$ cat config.mk
export PLATFORM = sky130hd
export DESIGN_NAME = clock_controller_flat
export DESIGN_NICKNAME = d
export VERILOG_FILES = /design/src/rtl/clock_controller_pkg.sv /design/src/rtl/clock_controller_if.sv /design/src/rtl/clock_controller_debounce.sv /design/src/rtl/clock_controller.sv /design/src/flat_wrapper.sv
export SDC_FILE = /design/constraint.sdc
export NUM_CORES = 1
export LEC_CHECK = 0
export BUFFER_PORTS_ARGS = -buffer_cell sky130_fd_sc_hd__buf_2
export CAP_MARGIN = 5
export CORE_ASPECT_RATIO = 1.2
export CORE_MARGIN = 4
export CORE_UTILIZATION = 45
export DETAILED_ROUTE_END_ITERATION = 7
export SLEW_MARGIN = 30
export SYNTH_ARGS = -nofsm -noshare
export SYNTH_HDL_FRONTEND = slang
export SYNTH_SLANG_ARGS = --single-unit
$ cat constraint.sdc
create_clock -name i_SYS_CLOCK -period 10.3 [get_ports i_SYS_CLOCK]
set_input_delay 1.545 -clock i_SYS_CLOCK [delete_from_list [all_inputs] [get_ports i_SYS_CLOCK]]
set_output_delay 1.545 -clock i_SYS_CLOCK [all_outputs]
set_load 0.02 [all_outputs]
$ cat src/rtl/clock_controller_pkg.sv
// Shared definitions for the front-panel clock sequencer and the debug LED decoder.
// Holds the state encoding driven onto o_STATE and the default timing parameters.
// No logic; imported by every file of the block.
package clock_controller_pkg;

  // Encoding is visible on o_STATE, so the LED decoder depends on these values.
  typedef enum logic [2:0] {
    ST_RUN     = 3'd0,
    ST_IDLE    = 3'd1,
    ST_STEP_HI = 3'd2,
    ST_STEP_LO = 3'd3,
    ST_STOPPED = 3'd4
  } cc_state_e;

  localparam int STATE_W = 3;
  localparam int BURST_W = 8;

  localparam logic [19:0] DEBOUNCE_CYCLES_DEF = 20'd500000;
  localparam logic [15:0] STEP_HALF_DEF       = 16'd1000;

endpackage

$ cat src/rtl/clock_controller_if.sv
// Bundle between the board/control side and the clock sequencer.
// Latency: none, plain wires.
// Backpressure: none; buttons and halt are levels, outputs are levels or 1-cycle pulses.
// Signals: raw buttons, burst length and CPU halt level in; clock-block controls and
// debug status out.
interface clock_controller_if
  import clock_controller_pkg::*;
  ();
  logic               i_BTN_RUN;
  logic               i_BTN_STEP;
  logic               i_BTN_BURST;
  logic [BURST_W-1:0] i_BURST_COUNT;
  logic               i_CPU_HALT;
  logic               o_HALT;
  logic               o_STEP_TOGGLE;
  logic               o_STEP_CLOCK;
  logic               o_MANUAL_MODE;
  logic               o_BUSY;
  logic [STATE_W-1:0] o_STATE;

  // Board side: drives buttons and halt, observes the sequencer.
  modport master (
    output i_BTN_RUN, i_BTN_STEP, i_BTN_BURST, i_BURST_COUNT, i_CPU_HALT,
    input  o_HALT, o_STEP_TOGGLE, o_STEP_CLOCK, o_MANUAL_MODE, o_BUSY, o_STATE
  );

  // Sequencer side.
  modport slave (
    input  i_BTN_RUN, i_BTN_STEP, i_BTN_BURST, i_BURST_COUNT, i_CPU_HALT,
    output o_HALT, o_STEP_TOGGLE, o_STEP_CLOCK, o_MANUAL_MODE, o_BUSY, o_STATE
  );
endinterface

$ cat src/rtl/clock_controller_debounce.sv
// Button conditioner: 2-flop synchroniser, stability counter, 1-cycle press strobe.
// Latency: press strobe 2 + DEBOUNCE_CYCLES cycles after a clean raw rising edge.
// Backpressure: none; the strobe is fire-and-forget, releases produce nothing.
// Ports: i_SYS_CLOCK/i_RESET, btn_raw (asynchronous button), press (registered strobe).
module clock_controller_debounce
  import clock_controller_pkg::*;
#(
  // Must be at least 1.
  parameter logic [19:0] DEBOUNCE_CYCLES = DEBOUNCE_CYCLES_DEF
) (
  input  logic i_SYS_CLOCK,
  input  logic i_RESET,
  input  logic btn_raw,
  output logic press
);

  logic        sync_1;
  logic        sync_2;
  logic        level;
  logic [19:0] stable_cnt;

  always_ff @(posedge i_SYS_CLOCK or posedge i_RESET) begin
    if (i_RESET) begin
      sync_1     <= 1'b0;
      sync_2     <= 1'b0;
      level      <= 1'b0;
      stable_cnt <= '0;
      press      <= 1'b0;
    end else begin
      sync_1 <= btn_raw;
      sync_2 <= sync_1;
      press  <= 1'b0;
      // Count consecutive samples disagreeing with the accepted level; any
      // agreeing sample restarts the run. The strobe is raised together with
      // the level update so the consumer sees it the same cycle.
      if (sync_2 == level) begin
        stable_cnt <= '0;
      end else if (stable_cnt >= DEBOUNCE_CYCLES - 20'd1) begin
        level      <= sync_2;
        stable_cnt <= '0;
        press      <= sync_2;
      end else begin
        stable_cnt <= stable_cnt + 20'd1;
      end
    end
  end

endmodule

$ cat src/rtl/clock_controller.sv
// Front-panel sequencer: run/manual toggle, single step, N-step burst, CPU halt latch.
// Latency: every output registered, one cycle after the causing strobe
//   (raw button edge to output = 2 + DEBOUNCE_CYCLES + 1 cycles).
// Backpressure: none; presses not valid in the current state are dropped.
// Ports: i_SYS_CLOCK, i_RESET (async, active-high), bus (slave modport of clock_controller_if).
module clock_controller
  import clock_controller_pkg::*;
#(
  parameter logic [19:0] DEBOUNCE_CYCLES = DEBOUNCE_CYCLES_DEF,
  parameter logic [15:0] STEP_HALF       = STEP_HALF_DEF
) (
  input logic               i_SYS_CLOCK,
  input logic               i_RESET,
  clock_controller_if.slave bus
);

  logic run_press;
  logic step_press;
  logic burst_press;

  clock_controller_debounce #(.DEBOUNCE_CYCLES(DEBOUNCE_CYCLES)) u_db_run (
    .i_SYS_CLOCK(i_SYS_CLOCK), .i_RESET(i_RESET), .btn_raw(bus.i_BTN_RUN),   .press(run_press)
  );
  clock_controller_debounce #(.DEBOUNCE_CYCLES(DEBOUNCE_CYCLES)) u_db_step (
    .i_SYS_CLOCK(i_SYS_CLOCK), .i_RESET(i_RESET), .btn_raw(bus.i_BTN_STEP),  .press(step_press)
  );
  clock_controller_debounce #(.DEBOUNCE_CYCLES(DEBOUNCE_CYCLES)) u_db_burst (
    .i_SYS_CLOCK(i_SYS_CLOCK), .i_RESET(i_RESET), .btn_raw(bus.i_BTN_BURST), .press(burst_press)
  );

  // Halt request: synchronise, then a third flop for rising-edge detection so a
  // held level fires exactly once.
  logic halt_s1, halt_s2, halt_s3;
  logic halt_edge;

  always_ff @(posedge i_SYS_CLOCK or posedge i_RESET) begin
    if (i_RESET) begin
      halt_s1 <= 1'b0;
      halt_s2 <= 1'b0;
      halt_s3 <= 1'b0;
    end else begin
      halt_s1 <= bus.i_CPU_HALT;
      halt_s2 <= halt_s1;
      halt_s3 <= halt_s2;
    end
  end

  assign halt_edge = halt_s2 & ~halt_s3;

  cc_state_e          state_q, state_nx;
  logic [15:0]        phase_q, phase_nx;
  logic [BURST_W-1:0] remain_q, remain_nx;
  logic               pend_run_q, pend_run_nx;
  logic               pend_halt_q, pend_halt_nx;
  logic               toggle_nx;

  logic halt_q, toggle_q, step_clk_q, manual_q, busy_q;

  always_comb begin
    state_nx     = state_q;
    phase_nx     = phase_q;
    remain_nx    = remain_q;
    pend_run_nx  = pend_run_q;
    pend_halt_nx = pend_halt_q;
    toggle_nx    = 1'b0;

    case (state_q)
      ST_RUN: begin
        if (halt_edge) begin
          state_nx = ST_STOPPED;
        end else if (run_press) begin
          state_nx  = ST_IDLE;
          toggle_nx = 1'b1;
        end
      end

      ST_IDLE: begin
        if (halt_edge) begin
          state_nx = ST_STOPPED;
        end else if (run_press) begin
          state_nx  = ST_RUN;
          toggle_nx = 1'b1;
        end else if (step_press) begin
          state_nx  = ST_STEP_HI;
          phase_nx  = '0;
          remain_nx = BURST_W'(1);
        end else if (burst_press && (bus.i_BURST_COUNT != '0)) begin
          state_nx  = ST_STEP_HI;
          phase_nx  = '0;
          remain_nx = bus.i_BURST_COUNT;
        end
      end

      ST_STEP_HI: begin
        // Run/halt cannot cut a high phase short; remember them for the
        // next low-phase boundary.
        pend_halt_nx = pend_halt_q | halt_edge;
        pend_run_nx  = pend_run_q | run_press;
        if (phase_q == STEP_HALF - 16'd1) begin
          state_nx = ST_STEP_LO;
          phase_nx = '0;
        end else begin
          phase_nx = phase_q + 16'd1;
        end
      end

      ST_STEP_LO: begin
        pend_halt_nx = pend_halt_q | halt_edge;
        pend_run_nx  = pend_run_q | run_press;
        if (phase_q == STEP_HALF - 16'd1) begin
          phase_nx = '0;
          if (pend_halt_nx) begin
            state_nx  = ST_STOPPED;
            remain_nx = '0;
          end else if (pend_run_nx) begin
            state_nx  = ST_RUN;
            toggle_nx = 1'b1;
            remain_nx = '0;
          end else if (remain_q == BURST_W'(1)) begin
            state_nx  = ST_IDLE;
            remain_nx = '0;
          end else begin
            state_nx  = ST_STEP_HI;
            remain_nx = remain_q - BURST_W'(1);
          end
          pend_halt_nx = 1'b0;
          pend_run_nx  = 1'b0;
        end else begin
          phase_nx = phase_q + 16'd1;
        end
      end

      ST_STOPPED: begin
        // A halt taken from RUN left the clock block in auto mode; the
        // toggle pulse brings it into manual alongside us.
        if (run_press) begin
          state_nx  = ST_IDLE;
          toggle_nx = ~manual_q;
        end
      end

      default: begin
        state_nx = ST_RUN;
      end
    endcase
  end

  always_ff @(posedge i_SYS_CLOCK or posedge i_RESET) begin
    if (i_RESET) begin
      state_q     <= ST_RUN;
      phase_q     <= '0;
      remain_q    <= '0;
      pend_run_q  <= 1'b0;
      pend_halt_q <= 1'b0;
      halt_q      <= 1'b0;
      toggle_q    <= 1'b0;
      step_clk_q  <= 1'b0;
      manual_q    <= 1'b0;
      busy_q      <= 1'b0;
    end else begin
      state_q     <= state_nx;
      phase_q     <= phase_nx;
      remain_q    <= remain_nx;
      pend_run_q  <= pend_run_nx;
      pend_halt_q <= pend_halt_nx;
      halt_q      <= (state_nx == ST_STOPPED);
      toggle_q    <= toggle_nx;
      step_clk_q  <= (state_nx == ST_STEP_HI);
      // Mode follows the clock block, which flips on every toggle pulse.
      manual_q    <= manual_q ^ toggle_nx;
      busy_q      <= (state_nx == ST_STEP_HI) || (state_nx == ST_STEP_LO);
    end
  end

  assign bus.o_HALT        = halt_q;
  assign bus.o_STEP_TOGGLE = toggle_q;
  assign bus.o_STEP_CLOCK  = step_clk_q;
  assign bus.o_MANUAL_MODE = manual_q;
  assign bus.o_BUSY        = busy_q;
  assign bus.o_STATE       = state_q;

endmodule

$ cat src/flat_wrapper.sv
// flat-port wrapper written by rule: the top's interface ports become plain ports
module clock_controller_flat import clock_controller_pkg::*;
#(
  parameter logic [19:0] DEBOUNCE_CYCLES = DEBOUNCE_CYCLES_DEF,
  parameter logic [15:0] STEP_HALF       = STEP_HALF_DEF
)
  (i_SYS_CLOCK, i_RESET, bus_i_BTN_RUN, bus_i_BTN_STEP, bus_i_BTN_BURST, bus_i_BURST_COUNT, bus_i_CPU_HALT, bus_o_HALT, bus_o_STEP_TOGGLE, bus_o_STEP_CLOCK, bus_o_MANUAL_MODE, bus_o_BUSY, bus_o_STATE);
  clock_controller_if bus_i ();
  input logic i_SYS_CLOCK;
  input logic i_RESET;
  input wire logic [$bits(bus_i.i_BTN_RUN)-1:0] bus_i_BTN_RUN;
  input wire logic [$bits(bus_i.i_BTN_STEP)-1:0] bus_i_BTN_STEP;
  input wire logic [$bits(bus_i.i_BTN_BURST)-1:0] bus_i_BTN_BURST;
  input wire logic [$bits(bus_i.i_BURST_COUNT)-1:0] bus_i_BURST_COUNT;
  input wire logic [$bits(bus_i.i_CPU_HALT)-1:0] bus_i_CPU_HALT;
  output wire logic [$bits(bus_i.o_HALT)-1:0] bus_o_HALT;
  output wire logic [$bits(bus_i.o_STEP_TOGGLE)-1:0] bus_o_STEP_TOGGLE;
  output wire logic [$bits(bus_i.o_STEP_CLOCK)-1:0] bus_o_STEP_CLOCK;
  output wire logic [$bits(bus_i.o_MANUAL_MODE)-1:0] bus_o_MANUAL_MODE;
  output wire logic [$bits(bus_i.o_BUSY)-1:0] bus_o_BUSY;
  output wire logic [$bits(bus_i.o_STATE)-1:0] bus_o_STATE;
  assign bus_i.i_BTN_RUN = bus_i_BTN_RUN;
  assign bus_i.i_BTN_STEP = bus_i_BTN_STEP;
  assign bus_i.i_BTN_BURST = bus_i_BTN_BURST;
  assign bus_i.i_BURST_COUNT = bus_i_BURST_COUNT;
  assign bus_i.i_CPU_HALT = bus_i_CPU_HALT;
  assign bus_o_HALT = bus_i.o_HALT;
  assign bus_o_STEP_TOGGLE = bus_i.o_STEP_TOGGLE;
  assign bus_o_STEP_CLOCK = bus_i.o_STEP_CLOCK;
  assign bus_o_MANUAL_MODE = bus_i.o_MANUAL_MODE;
  assign bus_o_BUSY = bus_i.o_BUSY;
  assign bus_o_STATE = bus_i.o_STATE;
  clock_controller #(.DEBOUNCE_CYCLES(DEBOUNCE_CYCLES), .STEP_HALF(STEP_HALF)) u_core (.i_SYS_CLOCK(i_SYS_CLOCK), .i_RESET(i_RESET), .bus(bus_i));
endmodule
After elaboration in Yosys (flattened, before gate mapping)
Index checks and enable logic that the tools add are counted.
{ "totals": {"reg_bits": 109} }
{ "classes": {"eq_ne": 16, "n_lt_le_gt_ge": 3, "n_reduce_logical": 14, "add_sub_neg": 5, "mux": 50, "bitwise_logic": 9} }
{ "ops": {"columns": ["operator", "count"], "rows": [
  ["20-bit 2-to-1 mux", 6],
  ["16-bit 2-to-1 mux", 5],
  ["8-bit 2-to-1 mux", 8],
  ["20-bit by 1-bit adder with 20-bit output, second input constant", 3],
  ["20-bit by 19-bit greater-or-equal comparator with 1-bit output, second input constant", 3],
  ["16-bit one-hot mux with 2 select lines", 1],
  ["3-bit 2-to-1 mux", 10],
  ["16-bit by 1-bit adder with 16-bit output, second input constant", 1],
  ["16-bit by 10-bit equality test with 1-bit output, second input constant", 1],
  ["8-bit one-hot mux with 2 select lines", 1],
  ["3-bit one-hot mux with 5 select lines", 1],
  ["1-bit 2-to-1 mux", 14],
  ["3-bit by 2-bit equality test with 1-bit output, second input constant", 4],
  ["8-bit by 1-bit equality test with 1-bit output, second input constant", 1],
  ["8-bit nonzero test", 1],
  ["8-bit by 1-bit subtractor with 8-bit output, second input constant", 1],
  ["3-bit equality test, second input constant", 2],
  ["2-bit AND reduction", 3],
  ["2-bit nonzero test", 3],
  ["1-bit inverter", 5],
  ["5-bit AND reduction", 1],
  ["2-bit inequality test, second input constant", 2],
  ["1-bit one-hot mux with 2 select lines", 2],
  ["4-bit AND reduction", 1],
  ["other kinds (13)", 17]
]} }

Depth between registers and ports, before layout
{ "logic_depth": {"word_depth": 9, "mapped_depth": 8, "mapped_depth_nobuf": 7} }

Cells and area by module
From an unflattened synthesis, not the netlist that was laid out.
{ "unflattened": {"hier_cells": 572, "hier_area_um2": 5622.9} }
{ "modules_own_cells": {"columns": ["mod", "instances", "seq_area_each_um2", "area_per_inst_um2", "cells_per_inst"], "rows": [
  ["clock_controller_debounce (u_core.u_db_burst ...)", 2, 600.6, 1171.1, 113],
  ["clock_controller", 1, 925.9, 2115.8, 233],
  ["clock_controller_debounce (u_core.u_db_step)", 1, 600.6, 1164.9, 113]
]} }

Worst setup path before layout
OpenSTA, ideal clock, no wires.
{ "synth_timing": {"kind": "input -> register", "startpoint": "input bus_i_BURST_COUNT[5]", "endpoint": "register u_core.remain_q[0]", "path_stages": 6, "setup_ps": 125, "required_time_ps": 10175, "path_slack_ps": 7350, "t_arrival_ps": 2825, "path_cell_list": "nor4_1 a21oi_1 nor2_1 or2_0 buf_2 mux2_4"} }
{ "synth_between": {"elab_chain_cells": 4} }
{ "synth_rtl": {"columns": ["item", "line", "text"], "rows": [
  ["start: declaration", "flat_wrapper.sv:14", "input wire logic [$bits(bus_i.i_BURST_COUNT)-1:0] bus_i_BURST_COUNT;"],
  ["8-bit nonzero test", "clock_controller.sv:87", "end else if (burst_press && (bus.i_BURST_COUNT != '0)) begin"],
  ["1-bit logical AND", "clock_controller.sv:87", null],
  ["3-bit by 2-bit inequality test with 1-bit output (no line)", null, null],
  ["5-bit AND reduction (no line)", null, null],
  ["end signal: assignment", "clock_controller.sv:163", "remain_q <= remain_nx;"],
  ["end: declaration", "clock_controller.sv:52", "logic [BURST_W-1:0] remain_q, remain_nx;"]
]} }
No other way between the ends.
A chain may end at the register's enable or synchronous reset.

Worst setup path after layout
{ "layout_timing": {"startpoint": "input bus_i_BURST_COUNT[5]", "endpoint": "register u_core.remain_q[1]"} }
Same word-level chain as after synthesis.

==> key figures <==
Run status
  – Status: finished clean

Layout
  – Layout filler cell count: 1056
  – Final core utilization: 50.6%
  – Share of layout cells above drive strength 1: 8.39%
  – Final Net Count: 589
  – Area growth syn-to-layout: 10.3%
  – Ant. Diodes: 0

Timing
  – Fmax: 0.315 GHz
  – Worst-Margin Slew: 0.883 ns
  – Final Setup Violations: 0
  – Final period util: 30.9%
  – Clock skew: 0.00444 ns
  – Slew headroom: 40.3%
  – RSZ-0062 raised after global routing: no
  – Final hold violation count: 0
  – Setup TNS: 0 ns
  – Max-slew violations: 0
  – Fin Hold WS: 0.350 ns
  – Final min period: 3.18 ns

Hold path
  – Hold Path Class: reg -> reg

CTS
  – Root Driver: clkbuf_16
  – Clock sink total: 109
  – H-Tree Depth: 3
  – CTS tree: done
  – Worst-Skew Late Latency: 0.35 ns
  – Num CTS Buffers: 9
  – Reg clk slew, reported paths: 0.07 ns
  – Post-CTS setup buffer count: 0
  – Cts repair resizes: 0
  – Clock tree buffer depth: 2
  – CTS Hold Bufs: 0

Synthesis
  – Synth Area per Inst: 9.69 µm²
  – Top cells by area, synth: dfrtp_1 51%, nor2_1 6.4%, xor2_1 5.1%
  – Post-Synthesis Cell Area: 5310 µm²
  – Post-synth top area share: 51.4%
  – Post-Syn Instances: 548
  – Commonest cells post-synth: 109 x dfrtp_1, 90 x nor2_1, 33 x nand3_1
  – Syn. warnings: 0
  – EDFF count, synth: 0
  – Yosys cell types: 57
  – Register area share after synthesis: 51.4%
  – Ys async rst share: 100%
  – Area leader, netlist: dfrtp_1
  – Count leader, synth: dfrtp_1
  – Flops & latches, synth: 109
  – Main flop type after synthesis: dfrtp_1

Setup path
  – Worst Path Required: 10.53 ns
  – Setup Crit Path Kind: in -> reg
  – Critical path startpoint category: input port
  – Crit path DAT: 3.41 ns
  – Critical Path Fanout Max: 8
  – Critical Path End Type: flip-flop

Global route
  – Largest net degree at the start of global routing: 78
  – Vias in the first global route: 4034
  – First-pass GRT wire length: 18.7 mm
  – Grt total ovfl: 0
  – Overall routing resource usage: 16.8%
  – Initial antenna violation count: 0

Power
  – Power Density: 138 nW/µm²
  – Peak VDD IR: 0.0000842 V
  – LEAKAGE: 2.45 nW
  – Total power draw: 0.810 mW

Floorplanning
  – Row cnt: 43
  – I/O pin cnt: 22
  – Die Ht: 127 µm
  – Core area: 11600 µm²
  – Die footprint: 13600 µm²
  – Initial Utilization: 45.9%
  – Die width: 107 µm

Detailed routing
  – Vias after detailed routing: 3993
  – Final WL: 10.6 mm
  – Residual DRC: 0
  – Number of DRC markers in iteration 0: 146
  – Avg Vias per Cell: 5.48
  – Antenna viol nets, final: 0
  – Post-DR wirelength/cell: 14.5 µm
  – Drt first pass iters: 4

Job
  – Number of max-cap violations: 0

Place
  – I/O Buffers: 21
  – Dpl hpwl: 7.37 mm
  – RePlAce Congestion: 0.868
## kinds of logic after synthesis
kind of cell               after synthesis  synth area share (%)
and+or+nand+nor                        255                  24.1
buffers and inverters                   31                  2.31
xor gates and xnor gates                56                  9.23
muxes                                    5                  1.20
adders and majority gates                6                  1.41
DFF                                    109                  51.4
AOI/OAI and AO/OA                       85                  10.3
other                                    1                0.0706
## state kept, by name, summed over array words and instances, names as in the netlist, 3 cells and up
name	cells
u_core.u_db_burst.stable_cnt	20
u_core.u_db_run.stable_cnt	20
u_core.u_db_step.stable_cnt	20
u_core.phase_q	16
u_core.remain_q	8
u_core.bus.o_STATE	3
## stage by stage
step / worst slack [ns] / cells / instance area [µm²]
final: 7.12 / 729 / 5860
after global routing: 7.01 / 729 / 5860
after CTS: 7.18 / 729 / 5850
after detailed placement: 6.80 / 715 / 5580
after global placement: 6.67 / 714 / 5570
after floorplan: 5.88 / 550 / 5320
## where the power goes
part,internal (mW),switching (mW),leakage (nW)
clock,0.185,0.149,0.141
combinational,0.00975,0.0239,0.915
sequential,0.436,0.00665,1.40
## per-layer routing
metal  wire, µm  GRT usage [%]
met1       4760           21.7
met2       5200           28.0
met3        362           2.48
met4        248           7.45
met5          0              0
## critical path: stages
cell and delay, ns:
buf_2 0.10, nor4_1 0.37, a21oi_1 0.19, nor2_1 0.32, or2_0 0.53, mux2_4 0.35
## worst paths after layout
| path | from | endpoint | slack, ns | cells after the start |
|---|---|---|---|---|
| worst max-delay path | bus_i_BURST_COUNT[5] | u_core.remain_q[1]$_DFFE_PP0P_ | 7.12 | 6 |
| worst min-delay path | u_core.u_db_step.sync_1$_DFF_PP0_ | u_core.u_db_step.sync_2$_DFF_PP0_ | 0.35 | 0 |
| worst max register to register | u_core.phase_q[3]$_DFFE_PP0P_ | u_core.remain_q[1]$_DFFE_PP0P_ | 7.42 | 5 |
| worst min register to register | u_core.u_db_step.sync_1$_DFF_PP0_ | u_core.u_db_step.sync_2$_DFF_PP0_ | 0.35 | 0 |
| max in group asynchronous | i_RESET | u_core.phase_q[6]$_DFFE_PP0P_ | 8.10 | 3 |
| min in group asynchronous | i_RESET | u_core.u_db_burst.stable_cnt[10]$_DFF_PP0_ | 1.19 | 2 |
## cell usage in the layout (no fill, tap or decap), types with 8 or more instances in the layout
cell type	netlist	layout
xor2_1	31	31
o21ai_1	25	25
nand3_1	33	33
nand4_1	14	14
nor3_1	22	22
and3_1	10	10
buf_2	5	21
a21oi_1	13	13
nor4_1	11	11
clkbuf_16	0	9
nor2_1	90	90
nand2_1	32	32
inv_1	16	15
dfrtp_1	109	109
o31ai_1	8	8
xnor2_1	25	25
## final cells by class
type / count / area (µm²) / share of cell area (%)
Clock inverter: 5 / 53.8 / 0.918
Inverter: 16 / 62.6 / 1.07
Multi-Input combinational cell: 410 / 2470 / 42.1
Timing Repair Buffer: 23 / 124 / 2.11
Tap cell: 157 / 196 / 3.35
Clock buffer: 9 / 225 / 3.84
Sequential cell: 109 / 2730 / 46.6
No activity file was read; power rests on OpenSTA's default activity.
